==> config.mk <==
export PLATFORM = sky130hd
export DESIGN_NAME = fsfifo_ext
export DESIGN_NICKNAME = d
export VERILOG_FILES = /design/src/rtl/fsfifo_ext.sv
export SDC_FILE = /design/constraint.sdc
export NUM_CORES = 1
export LEC_CHECK = 0
export BUFFER_PORTS_ARGS = -buffer_cell sky130_fd_sc_hd__buf_2
export CAP_MARGIN = 0
export CORE_AREA = 2 2 233 235
export CTS_BUF_LIST = sky130_fd_sc_hd__clkbuf_8
export CTS_CLUSTER_DIAMETER = 100
export DETAILED_ROUTE_END_ITERATION = 8
export DIE_AREA = 0 0 235 237
export SETUP_SLACK_MARGIN = 0.15
export SLEW_MARGIN = 20
export SYNTH_ARGS = -nofsm -noshare
export SYNTH_HDL_FRONTEND = slang
export SYNTH_SLANG_ARGS = --single-unit
==> constraint.sdc <==
create_clock -name clk_i -period 6.87 [get_ports clk_i]
set_input_delay 0.687 -clock clk_i [delete_from_list [all_inputs] [get_ports clk_i]]
set_output_delay 0.687 -clock clk_i [all_outputs]
set_load 0.02 [all_outputs]
==> src/rtl/fsfifo_ext.sv <==
// fsfifo_ext: single-clock synchronous FIFO with arbitrary depth,
// optional first-word-fall-through read mode, fill level with
// almost-full/almost-empty thresholds, synchronous flush and sticky
// overflow/underflow flags.
//
// In FWFT mode rd_data_o is a prefetch register that counts towards
// level_o, so the total capacity is DEPTH words either way. The word RAM
// is never read and written at the same address on the same edge:
// a prefetch load only takes a word that was already stored on an
// earlier edge.

module fsfifo_ext #(
    parameter int WIDTH         = 32,
    parameter int DEPTH         = 16,
    parameter int FWFT          = 0,
    parameter int AFULL_THRESH  = DEPTH - 2,
    parameter int AEMPTY_THRESH = 2
) (
    input  logic                       clk_i,
    input  logic                       reset_i,
    input  logic                       flush_i,
    input  logic                       clr_err_i,
    input  logic                       wr_i,
    input  logic [WIDTH-1:0]           wr_data_i,
    input  logic                       rd_i,
    output logic [WIDTH-1:0]           rd_data_o,
    output logic                       full_o,
    output logic                       empty_o,
    output logic                       almost_full_o,
    output logic                       almost_empty_o,
    output logic [$clog2(DEPTH+1)-1:0] level_o,
    output logic                       overflow_o,
    output logic                       underflow_o
);

    localparam int LW = $clog2(DEPTH + 1);
    localparam int PW = (DEPTH > 1) ? $clog2(DEPTH) : 1;

    if (WIDTH < 1) begin : g_bad_width
        $error("fsfifo_ext: WIDTH must be >= 1");
    end
    if (DEPTH < 2) begin : g_bad_depth
        $error("fsfifo_ext: DEPTH must be >= 2");
    end
    if (FWFT != 0 && FWFT != 1) begin : g_bad_fwft
        $error("fsfifo_ext: FWFT must be 0 or 1");
    end
    if (AFULL_THRESH < 1 || AFULL_THRESH > DEPTH) begin : g_bad_afull
        $error("fsfifo_ext: AFULL_THRESH out of range 1..DEPTH");
    end
    if (AEMPTY_THRESH < 0 || AEMPTY_THRESH > DEPTH - 1) begin : g_bad_aempty
        $error("fsfifo_ext: AEMPTY_THRESH out of range 0..DEPTH-1");
    end

    // Advance a pointer with an explicit wrap at DEPTH-1 (depth need not be 2^n).
    function automatic logic [PW-1:0] ptr_inc(input logic [PW-1:0] p);
        if (p == PW'(DEPTH - 1)) begin
            ptr_inc = '0;
        end else begin
            ptr_inc = p + PW'(1);
        end
    endfunction

    logic [WIDTH-1:0] mem_q [DEPTH];

    logic [PW-1:0]    wr_ptr_q, wr_ptr_d;
    logic [PW-1:0]    rd_ptr_q, rd_ptr_d;
    logic [LW-1:0]    level_q, level_d;
    logic             valid_q, valid_d;
    logic [WIDTH-1:0] rd_data_q, rd_data_d;
    logic             full_q, full_d;
    logic             empty_q, empty_d;
    logic             afull_q, afull_d;
    logic             aempty_q, aempty_d;
    logic             ovf_q, ovf_d;
    logic             unf_q, unf_d;

    logic             wr_acc_s;
    logic             rd_acc_s;
    logic             mem_nonempty_s;
    logic             load_s;

    // Accept decisions, pointer/level/prefetch next state and registered status decode.
    always_comb begin
        wr_acc_s       = wr_i && !full_q && !flush_i;
        rd_acc_s       = rd_i && !empty_q && !flush_i;
        mem_nonempty_s = 1'b0;
        load_s         = 1'b0;
        wr_ptr_d       = wr_ptr_q;
        rd_ptr_d       = rd_ptr_q;
        level_d        = level_q;
        valid_d        = 1'b0;
        rd_data_d      = rd_data_q;

        // RAM holds level minus the prefetched word (if any).
        if (FWFT != 0) begin
            mem_nonempty_s = (level_q > {{(LW-1){1'b0}}, valid_q});
            load_s         = (!valid_q || rd_acc_s) && mem_nonempty_s && !flush_i;
        end else begin
            mem_nonempty_s = (level_q != '0);
            load_s         = rd_acc_s;
        end

        if (wr_acc_s) begin
            wr_ptr_d = ptr_inc(wr_ptr_q);
        end else begin
            wr_ptr_d = wr_ptr_q;
        end

        if (load_s) begin
            rd_ptr_d  = ptr_inc(rd_ptr_q);
            rd_data_d = mem_q[rd_ptr_q];
        end else begin
            rd_ptr_d  = rd_ptr_q;
            rd_data_d = rd_data_q;
        end

        case ({wr_acc_s, rd_acc_s})
            2'b10:   level_d = level_q + LW'(1);
            2'b01:   level_d = level_q - LW'(1);
            default: level_d = level_q;
        endcase

        if (FWFT != 0) begin
            if (load_s) begin
                valid_d = 1'b1;
            end else if (rd_acc_s) begin
                valid_d = 1'b0;
            end else begin
                valid_d = valid_q;
            end
        end else begin
            valid_d = 1'b0;
        end

        // Flush wins over any request in the same cycle; rd_data is kept.
        if (flush_i) begin
            wr_ptr_d = '0;
            rd_ptr_d = '0;
            level_d  = '0;
            valid_d  = 1'b0;
        end else begin
            wr_ptr_d = wr_ptr_d;
        end

        if (FWFT != 0) begin
            empty_d = !valid_d;
        end else begin
            empty_d = (level_d == '0);
        end
        full_d   = (level_d == LW'(DEPTH));
        afull_d  = (level_d >= LW'(AFULL_THRESH));
        aempty_d = (level_d <= LW'(AEMPTY_THRESH));

        // Sticky error flags: a new event outranks a clear request.
        if (wr_i && full_q && !flush_i) begin
            ovf_d = 1'b1;
        end else if (clr_err_i) begin
            ovf_d = 1'b0;
        end else begin
            ovf_d = ovf_q;
        end

        if (rd_i && empty_q && !flush_i) begin
            unf_d = 1'b1;
        end else if (clr_err_i) begin
            unf_d = 1'b0;
        end else begin
            unf_d = unf_q;
        end
    end

    // Control and output registers, cleared asynchronously by reset.
    always_ff @(posedge clk_i or posedge reset_i) begin
        if (reset_i) begin
            wr_ptr_q  <= '0;
            rd_ptr_q  <= '0;
            level_q   <= '0;
            valid_q   <= 1'b0;
            rd_data_q <= '0;
            full_q    <= 1'b0;
            empty_q   <= 1'b1;
            afull_q   <= 1'b0;
            aempty_q  <= 1'b1;
            ovf_q     <= 1'b0;
            unf_q     <= 1'b0;
        end else begin
            wr_ptr_q  <= wr_ptr_d;
            rd_ptr_q  <= rd_ptr_d;
            level_q   <= level_d;
            valid_q   <= valid_d;
            rd_data_q <= rd_data_d;
            full_q    <= full_d;
            empty_q   <= empty_d;
            afull_q   <= afull_d;
            aempty_q  <= aempty_d;
            ovf_q     <= ovf_d;
            unf_q     <= unf_d;
        end
    end

    // Word storage; contents are meaningless once level is reset, so no reset here.
    always_ff @(posedge clk_i) begin
        if (wr_acc_s && !reset_i) begin
            mem_q[wr_ptr_q] <= wr_data_i;
        end
    end

    assign rd_data_o      = rd_data_q;
    assign full_o         = full_q;
    assign empty_o        = empty_q;
    assign almost_full_o  = afull_q;
    assign almost_empty_o = aempty_q;
    assign level_o        = level_q;
    assign overflow_o     = ovf_q;
    assign underflow_o    = unf_q;

endmodule

# ---- Word-level counts from Yosys, hierarchy flattened
# Memory sizes are Yosys's and may differ from the RTL's. A register that Yosys moved wholly into a read port is not among the register bits.
# Index checks and enable logic that the tools add are counted.
dict set report classes {
  muxes 13
  magnitude_cmp 2
  addsub 4
  n_eq_ne 5
  n_reduce_logical 18
}
# cell n
set ops {}
lappend ops {{$mux 4} 6}
lappend ops {{$pmux 5 s2} 1}
lappend ops {{$logic_and 1x1->1} 9}
lappend ops {{$add 4x1->4 const B} 2}
lappend ops {{$eq 4x4->1 const B} 2}
lappend ops {{$reduce_bool 2->1} 4}
lappend ops {{$add 5x1->5 const B} 1}
lappend ops {{$eq 5x5->1 const B} 1}
lappend ops {{$ge 5x4->1 const B} 1}
lappend ops {{$le 5x2->1 const B} 1}
lappend ops {{$logic_not 5->1} 1}
lappend ops {{$mux 1} 5}
lappend ops {{$mux 5} 1}
lappend ops {{$sub 5x1->5 const B} 1}
lappend ops {{$logic_not 1->1} 4}
lappend ops {{$eq 2x1->1 const B} 1}
lappend ops {{$eq 2x2->1 const B} 1}
dict set report totals {
  register_bits 19
  out_inout_bits 43
  memories 1
  in_bits 38
  wordCells 52
  ramBits 512
}
# name depth width read_ports rd_clocked_by_memory_dff write_ports line_no
set mem_list {}
lappend mem_list {mem_q 16 32 1 1 1 64} ;# logic [WIDTH-1:0] mem_q [DEPTH];

# ---- Logic depth before layout (Yosys ltp)
# Gate-level depths: netlist of the first run.
dict set report depth {
  ltp_word 7
  mapped_depth 13
  mapped_depth_nobuf 12
}

# ---- Worst setup path after synthesis of the first run
# No wires, ideal clock.
dict set report synth_timing {
  path_kind {input-to-reg}
  from {in flush_i}
  to {mem mem_q[1][0], enable pin}
  required_time_ps 6409
  setup_time_ps 461
  n_path_buf 0
  stages 3
  arrival_ps 3589
  setup_slack_ps 2820
  cell_sequence {nor4b_1 > nand2_1 > nor3_1}
}
dict set report synth_between {
  elab_chain_cells 5
}
# element line_no
set synth_lines {}
lappend synth_lines {{start, declared} 21} ;# input logic flush_i,
lappend synth_lines {{$logic_not 1->1} 85} ;# wr_acc_s = wr_i && !full_q && !flush_i;
lappend synth_lines {{$logic_and 1x1->1} 85}
lappend synth_lines {{$logic_and 1x1->1} 204} ;# if (wr_acc_s && !reset_i) begin
lappend synth_lines {{$mux 1} 204}
lappend synth_lines {{$mux 1 (implied by the code)} 205} ;# mem_q[wr_ptr_q] <= wr_data_i;
lappend synth_lines {{end, declared} 64}
# Every way passes these cells.

# ---- Final worst setup path of the first run
dict set report layout_timing {
  from {in reset_i}
  to {mem mem_q[3][8], enable pin}
}
dict set report layout_between {
  elab_chain_cells 4
}
# element line_no
set layout_lines {}
lappend layout_lines {{start, declared} 20} ;# input logic reset_i,
lappend layout_lines {{$logic_not 1->1} 204}
lappend layout_lines {{$logic_and 1x1->1} 204}
lappend layout_lines {{$mux 1} 204}
lappend layout_lines {{$mux 1 (implied by the code)} 205}
# Every way passes these cells.

==> results.yml, run 1 <==
outcome:
  status: "completed"
final_layout:
  multi_input_area_um2: 4770
  areaGrowthSynthToFinish_pct: 14.3
  fillers: 4387
  layout_commonest_cell: "edfxtp_1"
  drive_gt1_frac: 0.347
  final_nets: 1176
  layout_common_cells: "512 x edfxtp_1, 160 x mux4_2, 111 x nand2_1"
  seqCellArea_um2: 16700
timing:
  relSlewSlack: 0.248
  finalMaxSlewViolations: 0
  rsz0062_at_grt: "no"
  min_period_ps: 3510
  max_freq_ghz: 0.285
  setup_viol: 0
  fin_crit_sh: 0.510
  tightest_slew_ps: 1130
  hold_viol_final: 0
  fin_skew_ps: 35.7
  fin_tns_setup_ps: 0
  whs_ps: 217
  finalWorstSetupSlack_ps: 3360
critical_path:
  worstSetupPathType: "in -> reg"
  reg2regPathDepth: 13
  critPathCaptureType: "register"
  crit_arrival_ps: 3810
  worstPathRequired_ps: 7170
  path_max_fanout: 24
  start_kind: "input port"
place:
  io_buffer_count: 80
  place_congestion: 0.737
  dp_hpwl_um: 23700
  place_ws_ps: 2780
route:
  first_iter_violations: 852
  drtPass1Iterations: 5
  drc_errors: 0
  wl_per_cell_um: 24.3
  met1Wirelength_um: 20300
  routed.top_layer: "met5"
  ant_nets: 0
  wirelength_um: 46100
  viasPerCell: 5.30
  wl_met2_um: 22200
  vias: 10061
  met3_length_um: 2770
synth:
  ys_ff_latch: 563
  ys_seq_area_frac: 0.772
  postSynthAreaPerCell_um2: 22.0
  syn_inst: 982
  synth_fp_nets: 1027
  synth_warnings: 0
  yosys.area.top_type: "edfxtp_1"
  yosysUniqueCellTypes: 46
  synthTopCellsByArea: "edfxtp_1 71%, mux4_2 17%, dfrtp_1 5.7%"
  syn_area_um2: 21600
  netlist.area_leader.share: 0.713
cts:
  cts.sinks: 563
  htree_levels: 3
  clk_pin_slew_ps: 60
  cts_buffer_depth: 3
  tritoncts: "yes"
  clock_latency_ps: 680
  cts_buffers: 92
  cts_setup_buffers: 0
  cts_root_buffer: "clkbuf_8"
job:
  maxCapViolations: 0
global_route:
  grt_max_degree: 112
  globalRouteOverflowTotal: 0
  gr-usage-all-layers: 0.169
  grt_pass1_vias: 10861
  antenna_found_initial: 3
  grt_pass1_wl_um: 69300
power:
  p_int_uw: 5420
  comb_power_share: 0.074
  seqPwrFrac: 0.549
  p_sw_uw: 1700
  p_clk_frac: 0.377
  peakVddDrop_v: 0.000132
  finalPower_uw: 7120
  power.density_nw_per_um2: 289
  switching_share: 0.239
  leakagePower_uw: 0.00811
die:
  io_pins: 81
  dieArea_um2: 55700
  initial_utilization: 0.405
  num_rows: 85
  die_h_um: 237
  core_area_um2: 53300
  die_w_um: 235
hold_path:
  hp-class: "in -> reg"
  hold_depth: 2
==> layout make-up <==
| class | count | share of cell area |
|---|---|---|
| Multi-Input combinational cell | 360 | 0.194 |
| Clock buffer | 96 | 0.0536 |
| Antenna cell | 1 | 0.000102 |
| Tap cell | 696 | 0.0353 |
| Clock inverter | 70 | 0.0151 |
| Sequential cell | 563 | 0.676 |
| Inverter | 7 | 0.00127 |
| Timing Repair Buffer | 107 | 0.0251 |
==> cells in the mapped netlist, drive strengths merged <==
| master | instances |
|---|---|
| mux2i | 3 |
| or3b | 1 |
| a21o | 1 |
| or4 | 1 |
| mux4 | 160 |
| or2 | 1 |
| nand3 | 2 |
| o21ai | 4 |
| o41ai | 2 |
| a221oi | 1 |
| inv | 7 |
| o211ai | 1 |
| nor3 | 5 |
| a41o | 2 |
| dfrtp | 49 |
| nor2b | 2 |
| nor2 | 24 |
| a211oi | 1 |
| buf | 28 |
| clkbuf | 24 |
| o31ai | 1 |
| xor2 | 3 |
| edfxtp | 512 |
| xnor2 | 6 |
| nand2b | 5 |
| nor3b | 1 |
| ha | 7 |
| nand2 | 112 |
| and4 | 1 |
| a31oi | 1 |
| a21oi | 6 |
| or3 | 1 |
| nand3b | 1 |
| a2111oi | 1 |
| dfstp | 2 |
| mux2 | 1 |
| o22ai | 1 |
| nor4b | 1 |
==> registers in the layout, indices dropped and copies added, names as in the netlist <==
name / count
almost_full_o: 1
overflow_o: 1
underflow_o: 1
full_o: 1
wr_ptr_q: 4
rd_data_o: 32
level_o: 5
mem_q: 512
empty_o: 1
rd_ptr_q: 4
almost_empty_o: 1
==> final timing paths <==
check | slack [ps] | end | start
max in group asynchronous | 5370 | rd_ptr_q[0]$_DFFE_PP0P_ | reset_i
setup / recovery | 3360 | mem_q[3][8]$_DFFE_PP_ | reset_i
setup reg to reg | 3370 | full_o$_DFF_PP0_ | empty_o$_DFF_PP1_
hold reg to reg | 460 | rd_data_o[29]$_DFFE_PP0P_ | rd_data_o[29]$_DFFE_PP0P_
min in group asynchronous | 470 | full_o$_DFF_PP0_ | reset_i
hold / removal | 220 | underflow_o$_DFFE_PP0P_ | clr_err_i
==> worst max-delay path, cell delays in order <==
cell and delay [ps]:
dlygate4sd3_1 530, buf_2 130, nor4b_1 680, nand2_1 400, nor3_2 780, buf_4 560
==> power by group through the flow <==
stage               logic (uW)  clock network [uW]  registers (uW)
finish                     529                2690            3910
detailed placement         541                   0            3980
global placement           534                   0            3980
global route               580                2910            3920
CTS                        542                2770            3910
floorplan                  255                   0            4050
==> per-layer routing <==
layer	GRT usage	vias up
met5	0	-
met1	0.232	5342
met4	0.0529	4
met2	0.269	306
li1	-	4337
met3	0.0412	72
==> logic make-up after synthesis <==
family / share of synthesized area
and+or+nand+nor: 0.0305
AOI/OAI and AO/OA: 0.00859
xor gates and xnor gates: 0.00400
DFF: 0.772
muxes: 0.169
buffers and inverters: 0.0118
adders and majority gates: 0.00406
==> stage by stage <==
step	utilization	cells	cell area [um2]
after floorplan	-	982	21600
after global placement	0.431	1732	22900
after detailed placement	0.431	1732	22900
after CTS	0.463	1899	24600
after global routing	0.463	1899	24600
final	0.463	1900	24700
==> what timing repair did <==
item / in CTS / in global routing
hold buffers: 1 / 0
endpoints found under the hold margin: 7 / 0
gates resized for setup: 0 / 0
Power figures use the tool's default switching activity.
==> run 2, diff against run 1 <==
Clock period 6.87 ns to 3.67 ns, I/O delays scaled along.
==> run 2 against run 1 <==
Compared with the run above:
- wire length is 2.0% higher
- total power is 89% higher
- register-to-register slack worse by 2600 ps
==> results.yml, run 2 (same netlist as run 1, synthesis figures left out) <==
critical_path:
  cp.depth: 11
  crit_slowest_cell: "or3b_2"
  reg2regPathDepth: 11
  path_max_fanout: 35
  critPathCaptureType: "register"
  worstPathRequired_ps: 4220
  cp_slowest_stage_delay_ps: 500
  crit_arrival_ps: 3460
  path_cells: "or3b_2 -> inv_6 -> buf_4 -> ha_1 -> a21oi_1 -> nor3_1 -> a211oi_2 -> xnor2_1 -> or2_1 -> inv_2 -> and4_1"
  critPathBufInv: 3
  worstSetupPathType: "reg -> reg"
  crit_family: "simple AND/OR/NAND/NOR gates"
  start_kind: "register"
timing:
  hold_viol_final: 0
  fin_tns_setup_ps: 0
  min_period_ps: 2920
  finalMaxSlewViolations: 0
  tightest_slew_ps: 1140
  setup_viol: 0
  rsz0062_at_grt: "no"
  max_freq_ghz: 0.343
  fin_crit_sh: 0.794
  fin_skew_ps: 32.7
  relSlewSlack: 0.238
  finalWorstSetupSlack_ps: 755
die:
  io_pins: 81
  num_rows: 85
  core_area_um2: 53300
  die_h_um: 237
  die_w_um: 235
  initial_utilization: 0.405
  dieArea_um2: 55700
cts:
  tritoncts: "yes"
  cts_buffer_depth: 3
  cts.sinks: 563
  htree_levels: 3
  clk_pin_slew_ps: 60
  clock_latency_ps: 660
  cts_root_buffer: "clkbuf_8"
  cts_buffers: 90
route:
  wl_per_cell_um: 24.5
  drc_errors: 0
  wirelength_um: 47000
  viasPerCell: 5.35
  ant_nets: 0
  vias: 10271
  first_iter_violations: 1004
  drtPass1Iterations: 5
global_route:
  grt_max_degree: 71
  antenna_found_initial: 3
  globalRouteOverflowTotal: 0
  grt_pass1_vias: 10773
  gr-usage-all-layers: 0.173
  grt_pass1_wl_um: 70800
final_layout:
  layout_commonest_cell: "edfxtp_1"
  multi_input_area_um2: 4800
  fillers: 4369
  final_nets: 1193
  largest_reg_flops: 512
  seqCellArea_um2: 16700
  layout_common_cells: "512 x edfxtp_1, 160 x mux4_2, 111 x nand2_1"
  drive_gt1_frac: 0.357
  areaGrowthSynthToFinish_pct: 16.0
  diodes: 0
  regMostFlops: "mem_q"
  layout.cells.non_filler: 1919
power:
  leakagePower_uw: 0.00827
  peakVddDrop_v: 0.000232
  power.density_nw_per_um2: 537
job:
  maxCapViolations: 0
place:
  place_congestion: 0.747
  placed_cells: 1748
  io_buffer_count: 80
  dp_hpwl_um: 27500
  place_ws_ps: 636
outcome:
  status: "completed"
hold_path:
  hold_depth: 1
  hp-class: "in -> reg"
## run 2: cell types whose count changed in the layout (fill, tap and decap cells not counted), sizes merged
cell and delta:
clkinv -7, clkinvlp -3, buf +16, diode -1, bufinv -1, dlygate4sd3 +3
clkbuf +10, inv +2
## run 2: worst register-to-register path, cell delays in order (launching register included)
cell	delay [ps]
dfstp_2	370
or3b_2	500
inv_6	80
buf_4	420
ha_1	350
a21oi_1	120
nor3_1	220
a211oi_2	80
xnor2_1	250
or2_1	190
inv_2	50
and4_1	170
## run 2: metrics by stage
| stage | hold slack (ps) | total power, uW | util | area, um2 |
|---|---|---|---|---|
| finish | 102 | 13400 | 0.470 | 25000 |
| global route | 92.4 | 14000 | 0.470 | 25000 |
| CTS | 49.0 | 13600 | 0.470 | 25000 |
| detailed placement | 457 | 8510 | 0.436 | 23200 |
| global placement | 453 | 8490 | 0.436 | 23200 |
| floorplan | 466 | 8050 | - | 21600 |
## run 2: final timing paths
path,from,endpoint,slack [ps]
setup / recovery,empty_o$_DFF_PP1_,full_o$_DFF_PP0_,750
hold / removal,wr_data_i[14],mem_q[4][14]$_DFFE_PP_,100
setup reg to reg,empty_o$_DFF_PP1_,full_o$_DFF_PP0_,750
hold reg to reg,rd_data_o[1]$_DFFE_PP0P_,rd_data_o[1]$_DFFE_PP0P_,470
max in group asynchronous,reset_i,rd_ptr_q[2]$_DFFE_PP0P_,2300
min in group asynchronous,reset_i,wr_ptr_q[0]$_DFFE_PP0P_,500
## run 2: area by class of cell
class                      instances  share of cell area
clock inverter                    61              0.0116
tap                              696              0.0348
timing repair buffer             126              0.0362
clock buffer                     106              0.0583
multi-input combinational        360               0.192
inverter                           7             0.00125
sequential                       563               0.666
## run 2: routing by layer
layer  track usage  wire length [um]
met1         0.255             21400
met3        0.0393              3570
met2         0.259             21300
met4        0.0529               739
met5             0                13
## run 2: where the power goes
| group | internal (uW) | switching [uW] |
|---|---|---|
| Clock | 2700 | 2370 |
| Sequential | 7170 | 120 |
| Combinational | 420 | 645 |
## run 2: repair_timing
item	in CTS	in global routing
endpoints found under the hold margin	32	0
buffers inserted	0	0
gates resized for setup	0	0
hold buffers	4	0
==> run 3, diff against run 2 <==
Settings changed: ABC_AREA set to 1, CORE_AREA 2 2 233 235 to 2 2 234 236, DIE_AREA 0 0 235 237 to 0 0 236 238.
Clock period 3.67 ns to 3 ns, I/O delays scaled along.
==> run 3 against run 2 <==
Compared with the run above:
- worst setup slack got worse by 120 ps
- final cell count grew 29%
- critical path depth down 3
- wire length up 14%
- combinational power grew to 3.5 times the previous value
- register-to-register slack got worse by 120 ps
- die area up 0.85%
- synthesized area grew 0.61%
- maximum frequency rose by 23%
- sequential power up 25%
- critical endpoint is now mem_q[12][2]$_DFFE_PP_
==> results.yml, run 3 <==
global_route:
  gr-usage-all-layers: 0.192
  grt_pass1_vias: 13624
  grt_pass1_wl_um: 82300
  globalRouteOverflowTotal: 0
  grt_max_degree: 119
  antenna_found_initial: 1
synth:
  postSynthAreaPerCell_um2: 14.0
  synth-edff-count: 512
  yosys.area.top_type: "edfxtp_1"
  netlist.area_leader.share: 0.708
  synth_fp_nets: 1596
  async_flop_share: 0.0906
  ys_seq_area_frac: 0.767
  synth.most_common_cell: "edfxtp_1"
  synth_commonest_cells: "512 x edfxtp_1, 183 x nand2_1, 181 x o21ai_0"
  synthTopCellsByArea: "edfxtp_1 71%, dfrtp_1 5.7%, o221ai_1 4.4%"
  yosysUniqueCellTypes: 30
  synth_flop_cell: "edfxtp_1"
  syn_inst: 1551
  synth_warnings: 0
  ys_ff_latch: 563
  syn_area_um2: 21700
die:
  initial_utilization: 0.406
  die_h_um: 238
  die_w_um: 236
  core_area_um2: 53500
  dieArea_um2: 56200
  io_pins: 81
  num_rows: 85
critical_path:
  crit_slowest_cell: "dfrtp_1"
  crit_family: "simple AND/OR/NAND/NOR gates"
  critPathCaptureType: "register"
  worstSetupPathType: "reg -> reg"
  path_max_fanout: 21
  cp_slowest_stage_delay_ps: 390
  crit_arrival_ps: 2680
  worstPathRequired_ps: 3310
  start_kind: "register"
  path_cells: "inv_1 -> nand2_2 -> nor2_1 -> inv_1 -> nor2_1 -> nand2_1 -> nor2_4 -> buf_4"
  critPathBufInv: 3
power:
  power.density_nw_per_um2: 751
  p_sw_uw: 5770
  comb_power_share: 0.195
  switching_share: 0.304
  leakagePower_uw: 0.00865
  peakVddDrop_v: 0.000478
  p_int_uw: 13200
  p_clk_frac: 0.326
  seqPwrFrac: 0.479
timing:
  relSlewSlack: 0.396
  setup_viol: 0
  fin_skew_ps: 21.5
  whs_ps: 55.0
  fin_crit_sh: 0.789
  min_period_ps: 2370
  tightest_slew_ps: 906
  finalMaxSlewViolations: 0
  max_freq_ghz: 0.423
  rsz0062_at_grt: "no"
  hold_viol_final: 0
hold_path:
  hp-class: "in -> reg"
cts:
  clock_latency_ps: 680
  cts.sinks: 563
  tritoncts: "yes"
  cts_root_buffer: "clkbuf_8"
  cts_buffers: 90
  htree_levels: 3
  cts_buffer_depth: 3
  clk_pin_slew_ps: 60
place:
  io_buffer_count: 80
  dp_hpwl_um: 27600
  placed_cells: 2270
  place_congestion: 0.786
route:
  viasPerCell: 5.47
  vias: 13519
  drc_errors: 0
  first_iter_violations: 1170
  ant_nets: 0
  wirelength_um: 53800
  drtPass1Iterations: 5
  wl_per_cell_um: 21.8
final_layout:
  utilization: 0.473
  layout_common_cells: "512 x edfxtp_1, 182 x nand2_1, 181 x o21ai_0"
  multi_input_area_um2: 4550
  layout_commonest_cell: "edfxtp_1"
  fillers: 4639
  regMostFlops: "mem_q"
  areaGrowthSynthToFinish_pct: 16.6
  layout.cells.non_filler: 2472
  largest_reg_flops: 512
  seqCellArea_um2: 16700
  final_nets: 1747
  drive_gt1_frac: 0.155
job:
  maxCapViolations: 0
outcome:
  status: "completed"
-- run 3: cell count changes after synthesis, moves of 15 or more --
cell	delta
nand2_1	+72
o221ai_1	+109
o21a_1	+15
a31oi_1	+53
buf_2	+38
mux4_2	-160
a21oi_1	+28
clkbuf_1	+18
nor2_1	+136
nand3_1	+62
inv_1	+31
o21ai_0	+177
-- run 3: worst paths after layout --
check	startpoint	endpoint	slack (ps)	depth (start not counted)
min in group asynchronous	reset_i	wr_ptr_q[0]$_DFFE_PP0P_	360	3
max in group asynchronous	reset_i	rd_data_o[22]$_DFFE_PP0P_	1870	4
min reg2reg	rd_data_o[0]$_DFFE_PP0P_	rd_data_o[0]$_DFFE_PP0P_	480	1
max	full_o$_DFF_PP0_	mem_q[12][2]$_DFFE_PP_	630	8
min	wr_data_i[1]	mem_q[7][1]$_DFFE_PP_	50	1
max reg2reg	full_o$_DFF_PP0_	mem_q[12][2]$_DFFE_PP_	630	8
-- run 3: cell type report --
cell class	count	share of cell area
repair buffers	159	0.0532
clock buffers	103	0.0560
clock inverters	62	0.0116
well taps	696	0.0344
inverters	41	0.00623
diodes	1	0.0000989
flip-flops and latches	563	0.659
multi-input cells	847	0.180
-- run 3: stage by stage --
stage | TNS [ps] | total power, uW | area, um2 | setup slack, ps
global placement | 0 | 12900 | 23200 | 711
CTS | 0 | 19200 | 25300 | 608
finish | 0 | 19000 | 25300 | 634
floorplan | -105110 | 11700 | 21700 | -821
global route | 0 | 19900 | 25300 | 469
detailed placement | 0 | 12900 | 23200 | 635
-- run 3: cell families (layout without fill, tap and decap cells) --
family	Yosys count	after routing	share of synthesized area
xor gates and xnor gates	3	3	0.00121
adders and majority gates	7	7	0.00404
other	0	1	0
and+or+nand+nor	423	423	0.0788
AOI/OAI and AO/OA	414	414	0.120
buffers and inverters	141	365	0.0283
DFF	563	563	0.767
-- run 3: metal layers --
layer,track usage,share of wire
met1,0.259,0.43
met2,0.319,0.49
met3,0.0356,0.059
met4,0.0564,0.021
met5,0,0
-- run 3: power groups by stage --
stage / Clock (uW) / Combinational, uW / Sequential (uW)
6_report: 6190 / 3700 / 9100
5_1_grt: 6660 / 4090 / 9130
4_1_cts: 6330 / 3730 / 9110
3_5_place_dp: 0 / 3690 / 9260
3_3_place_gp: 0 / 3620 / 9260
2_1_floorplan: 0 / 2200 / 9470
-- run 3: repair_timing --
item / in CTS / in global routing
endpoints found under the hold margin: 474 / 0
hold buffers: 36 / 0
endpoints found under the setup margin: 0 / 0
gates resized for setup: 0 / 0
buffers inserted: 0 / 0
